<file path="config.mk">
export PLATFORM = sky130hd
export DESIGN_NAME = q2a03_joypad_port
export DESIGN_NICKNAME = d
export VERILOG_FILES = /design/src/rtl/q2a03_bus_pkg.sv /design/src/rtl/q2a03_pad_shifter.sv /design/src/rtl/q2a03_joypad_port.sv
export SDC_FILE = /design/constraint.sdc
export NUM_CORES = 1
export LEC_CHECK = 0
export CORE_MARGIN = 3
export CORE_UTILIZATION = 41
export DETAILED_ROUTE_END_ITERATION = 12
export GPL_ROUTABILITY_DRIVEN = 0
export HOLD_SLACK_MARGIN = 0.03
export PLACE_DENSITY_LB_ADDON = 0.2
export SKIP_CTS_REPAIR_TIMING = 1
export SLEW_MARGIN = 10
export SYNTH_ARGS = -nofsm -noshare
export SYNTH_HDL_FRONTEND = slang
export SYNTH_SLANG_ARGS = --single-unit
export TNS_END_PERCENT = 5
</file>
<file path="constraint.sdc">
create_clock -name G_clock -period 1.75 [get_ports G_clock]
set_input_delay 0.175 -clock G_clock [delete_from_list [all_inputs] [get_ports G_clock]]
set_output_delay 0.175 -clock G_clock [all_outputs]
set_load 0.01 [all_outputs]
</file>
<file path="src/rtl/q2a03_bus_pkg.sv">
// q2a03_bus_pkg
//   Shared types and constants for Q2A03 CPU-bus responders: register
//   typedefs, the controller-port addresses, controller button bit indices
//   and the read/write encoding of the CPU RW line.
package q2a03_bus_pkg;

    typedef logic [7:0]  reg8_type;
    typedef logic [15:0] reg16_type;

    localparam reg16_type JOY0_ADDR = 16'h4016;
    localparam reg16_type JOY1_ADDR = 16'h4017;

    // Button positions inside a pad byte (also the serial shift-out order).
    localparam int BTN_A      = 0;
    localparam int BTN_B      = 1;
    localparam int BTN_SELECT = 2;
    localparam int BTN_START  = 3;
    localparam int BTN_UP     = 4;
    localparam int BTN_DOWN   = 5;
    localparam int BTN_LEFT   = 6;
    localparam int BTN_RIGHT  = 7;

    localparam logic RDWR_READ = 1'b1;

endpackage

</file>
<file path="src/rtl/q2a03_pad_shifter.sv">
// q2a03_pad_shifter
//   One controller's 8-bit parallel-in / serial-out shift register.
//   While strobe_i is high the register follows the live buttons every
//   clock; while low, each shift_en_i pulse moves the next button into bit 0
//   and fills from the top with 1, so reads past the eighth return 1.
// Ports:
//   G_clock    in   system clock
//   G_reset    in   asynchronous active-low reset (register -> 8'hff)
//   strobe_i   in   reload enable (strobe latch)
//   shift_en_i in   one-clock shift request
//   buttons_i  in   live pad state, active-high pressed
//   serial_o   out  current serial bit (register bit 0)
module q2a03_pad_shifter
    import q2a03_bus_pkg::*;
(
    input  logic       G_clock,
    input  logic       G_reset,
    input  logic       strobe_i,
    input  logic       shift_en_i,
    input  logic [7:0] buttons_i,
    output logic       serial_o
);

    reg8_type sr_q;
    reg8_type sr_d;

    // Reload has priority: a strobe-clearing write on the same edge still
    // captures the buttons, and that captured value is what gets shifted out.
    always_comb begin
        sr_d = sr_q;
        if (strobe_i) begin
            sr_d = buttons_i;
        end else if (shift_en_i) begin
            sr_d = {1'b1, sr_q[7:1]};
        end
    end

    always_ff @(posedge G_clock or negedge G_reset) begin
        if (!G_reset) begin
            sr_q <= 8'hff;
        end else begin
            sr_q <= sr_d;
        end
    end

    assign serial_o = sr_q[BTN_A];

endmodule

</file>
<file path="src/rtl/q2a03_joypad_port.sv">
// q2a03_joypad_port
//   CPU-bus responder for the two controller ports ($4016/$4017).
//   Detects the end of each bus cycle (falling edge of phi2 sampled on
//   G_clock), latches the strobe on writes to $4016, advances a pad's shift
//   register on each completed read of its port, and returns the serial bit
//   combinationally with open-bus upper bits.
// Ports:
//   G_clock, G_reset       system clock, asynchronous active-low reset
//   G_addr, G_rdwr         CPU address, RW (1 = read)
//   G_wr_data              CPU write data
//   G_phy2                 CPU phase-2 clock
//   G_ready                CPU RDY (low = cycle will repeat)
//   pad0/pad1_buttons      live pad states, active-high pressed
//   rd_data, rd_hit        read data and select toward the bus mux
//   strobe_out             current strobe latch
module q2a03_joypad_port
    import q2a03_bus_pkg::*;
#(
    parameter logic [15:0] BASE_ADDR = JOY0_ADDR,
    parameter logic [2:0]  OPEN_BUS  = 3'b010
)(
    input  logic        G_clock,
    input  logic        G_reset,
    input  logic [15:0] G_addr,
    input  logic        G_rdwr,
    input  logic [7:0]  G_wr_data,
    input  logic        G_phy2,
    input  logic        G_ready,
    input  logic [7:0]  pad0_buttons,
    input  logic [7:0]  pad1_buttons,
    output logic [7:0]  rd_data,
    output logic        rd_hit,
    output logic        strobe_out
);

    logic phy2_q;
    logic strobe_q;
    logic strobe_d;
    logic fall;
    logic sel0;
    logic sel1;
    logic is_read;
    logic shift0_en;
    logic shift1_en;
    logic serial0;
    logic serial1;
    logic unused_wr_data;

    assign unused_wr_data = ^G_wr_data[7:1];

    // A bus cycle completes on the falling edge of phi2; every side effect
    // is keyed to this single-clock pulse, so a long phi2-high period still
    // produces exactly one shift.
    assign fall    = phy2_q & ~G_phy2;
    assign sel0    = (G_addr == BASE_ADDR);
    assign sel1    = (G_addr == (BASE_ADDR + 16'd1));
    assign is_read = (G_rdwr == RDWR_READ);

    // RDY low means the CPU repeats this read, so it must not consume a bit.
    assign shift0_en = fall & is_read & G_ready & ~strobe_q & sel0;
    assign shift1_en = fall & is_read & G_ready & ~strobe_q & sel1;

    // Only $4016 writes touch the strobe; $4017 writes belong to the APU.
    always_comb begin
        strobe_d = strobe_q;
        if (fall && !is_read && sel0) begin
            strobe_d = G_wr_data[0];
        end
    end

    always_ff @(posedge G_clock or negedge G_reset) begin
        if (!G_reset) begin
            phy2_q   <= 1'b1;
            strobe_q <= 1'b0;
        end else begin
            phy2_q   <= G_phy2;
            strobe_q <= strobe_d;
        end
    end

    q2a03_pad_shifter u_pad0 (
        .G_clock    (G_clock),
        .G_reset    (G_reset),
        .strobe_i   (strobe_q),
        .shift_en_i (shift0_en),
        .buttons_i  (pad0_buttons),
        .serial_o   (serial0)
    );

    q2a03_pad_shifter u_pad1 (
        .G_clock    (G_clock),
        .G_reset    (G_reset),
        .strobe_i   (strobe_q),
        .shift_en_i (shift1_en),
        .buttons_i  (pad1_buttons),
        .serial_o   (serial1)
    );

    assign rd_hit = is_read & (sel0 | sel1);

    always_comb begin
        rd_data = 8'h00;
        if (rd_hit) begin
            rd_data = {OPEN_BUS, 4'b0000, (sel0 ? serial0 : serial1)};
        end
    end

    assign strobe_out = strobe_q;

endmodule

</file>
==> run_results.csv, run 1 <==
group,metric,value,unit
power_and_ir_drop,power_density,485.4,nW/um^2
yosys,synth.avg_cell_area,9.505,sq um
floorplanning,die_area,3554,sq um
yosys,yosysMostFrequentCell,"dfstp_2",
yosys,yosysTopAreaCell,"dfstp_2",
worst_setup_path,reg2reg_slack,0.29,ns
sta,fin_skew,0.002204,ns
cells_and_area,multi_input_area,626.9,sq um
cells_and_area,area_growth,42.99,%
worst_setup_path,critPathLaunch,"G_addr[5]",
yosys,synth-async-reset-ratio,100.0,%
worst_setup_path,crit_required,1.57,ns
cells_and_area,finalNetCount,215,
worst_setup_path,cp_data_arrival_time,1.52,ns
placed_design,portBuffers,41,
cts,cts_tree,"built",
yosys,synth_edf_count,0,
global_route,grt_pass1_vias,1016,
detailed_routing,routed_wl,3.024,mm
sta,setup_tns,0,ns
yosys,synth.cells.most_frequent,"dfstp_2, and3_1, o21ai_1",
global_route,grt_max_degree,33,
worst_setup_path,endpoint,"rd_data[6]",
sta,post-route-period-util,96.62,%
cts,htreeDepth,1,
yosys,synthTopCellsByArea,"dfstp_2, and3_1, nor2b_1, a31oi_1, o21ai_1",
yosys,netlist_area,1179,sq um
global_route,grt_pass1_wl,4.878,mm
hold_path,hp-class,"in2async",
power_and_ir_drop,leakagePower,0.7546,nW
detailed_routing,drt_iter0_drc,29,
detailed_routing,drc_errors,0,
floorplanning,io_pins,55,
floorplanning,row_count,18,
cts,numCtsBuffers,3,
global_route,grt_overflow,0,
yosys,ys_types,29,
worst_setup_path,r2r-end,"u_pad0.sr_q[3]",
floorplanning,die-width,59.62,um
detailed_routing,wl_per_cell,15.20,um
yosys,ys.flop_type,"dfstp_2",
cells_and_area,final_core_util,64.51,%
sta,slew_violations,0,
floorplanning,die_h,59.62,um
worst_setup_path,reg2regPathDepth,4,
sta,min_period,1.691,ns
worst_setup_path,cp_max_fo,2,
placed_design,place_area,1619,sq um
yosys,synth_top_cell_area_share,37.90,%
cells_and_area,seq_area,471.7,sq um
floorplanning,start_util,45.11,%
detailed_routing,num_vias,1102,
yosys,yosysWarnings,0,
detailed_routing,via_per_inst,5.538,
cts,worstSkewPairLatency,0.29,ns
yosys,seq_area_frac_synth,40.02,%
yosys,syn_inst,124,
placed_design,dp_hpwl,2.165,mm
detailed_routing,firstDrtPassIters,4,
power_and_ir_drop,ir_drop,0.5151,mV
worst_setup_path,r2r_start,"phy2_q",
floorplanning,core-area,2613,sq um
flow_run,cap_violations,0,
cells_and_area,fillers,231,
sta,fmax,591.4,MHz
cts,path_clk_slew,0.11,ns
worst_setup_path,worst-setup-path-type,"in2out",
global_route,globalRouteTotalUtil,18.49,%
cells_and_area,n_antenna_cell,0,
yosys,synth-seq-cells,18,
detailed_routing,final_antenna_net_count,0,
cells_and_area,drive_gt1_share,24.85,%
worst_setup_path,worstSetupStartpointType,"input port",
cts,clockBufferDepth,2,
sta,hold_violations,0,
cells_and_area,final_cell_area,1685,sq um
cts,cts_sinks,18,
sta,setup_viol,0,
global_route,antenna_found_initial,0,
status,status,"finished clean",
cts,clockRootBuffer,"clkbuf_4",
worst_setup_path,end_kind,"primary output",
==> metrics by stage <==
step | instances | setup slack, ns | total power [mW] | hold slack, ns
CTS | 198 | -0.3865 | 0.8288 | 0.2101
finish | 199 | 0.05922 | 0.8181 | 0.1951
detailed placement | 194 | -0.3790 | 0.5611 | 0.4871
global placement | 194 | -0.3349 | 0.5583 | 0.4790
global route | 199 | -0.004917 | 0.8546 | 0.2175
floorplan | 129 | 0.2444 | 0.4647 | -0.1206
==> layer usage <==
layer,wire (um),GRT usage [%],vias to the layer above,share of wire [%]
li1,-,-,536,-
met1,1259,23.55,522,42
met2,1521,30.73,40,50
met3,203,4.575,4,6.7
met4,39,5.696,0,1.3
met5,0,0,-,0
==> power breakdown <==
part,internal (mW),switching [mW],leakage [nW]
logic,0.0872,0.0479,0.544
clock network,0.127,0.134,0.0210
registers,0.421,0.00105,0.189
==> cell usage in the layout (no fill, tap or decap), drive strengths merged, types with 2 or more instances in the layout <==
cell type      count
clkdlybuf4s50     36
dfstp             17
o21ai             14
and3              14
nor2b             13
buf               13
a31oi             12
a21oi             12
conb               6
dlymetal6s2s       4
clkbuf             4
and2               3
mux2i              2
nand3              2
nand4              2
a41oi              2
a221o              2
nor4b              2
==> worst min-delay path by stage <==
stage / startpoint / to / cells after the start
floorplan: G_reset / strobe_out / 0
global placement: u_pad0.sr_q[4] / u_pad0.sr_q[4] / 2
detailed placement: u_pad1.sr_q[3] / u_pad1.sr_q[3] / 2
CTS: G_reset / strobe_out / 1
global route: G_reset / strobe_out / 1
finish: G_reset / strobe_out / 1
==> cells by family after synthesis <==
kind of cell           synth area share (%)
AND/OR/NAND/NOR                       26.86
buffers and inverters                 9.553
AO/OA/AOI/OAI                         20.60
multiplexers                          2.654
flip-flops                            40.02
other                                0.3182
==> flip-flops by register name (all words and copies together) (netlist names) <==
name,cells
strobe_out,1
u_pad0.sr_q,8
phy2_q,1
u_pad1.sr_q,8
==> cell type report <==
cell class,instances,area share (%)
Multi-Input combinational cell,93,37.19
Timing Repair Buffer,53,30.22
Sequential cell,18,27.99
Tap cell,30,2.227
Clock buffer,4,2.153
Inverter,1,0.2227
==> critical path, stage by stage <==
cell and delay, ns:
clkdlybuf4s50_1 0.44, nor4b_4 0.24, and3_1 0.22, and3_4 0.19
buf_4 0.10, dlymetal6s2s_1 0.15
(Power assumes the default switching activity.)
==> run 2: changes to the inputs <==
Settings changed: GPL_ROUTABILITY_DRIVEN 0 to unset.
==> results of run 2 <==
Same layout as run 1: the final DEF is identical, and so are final timing and power.
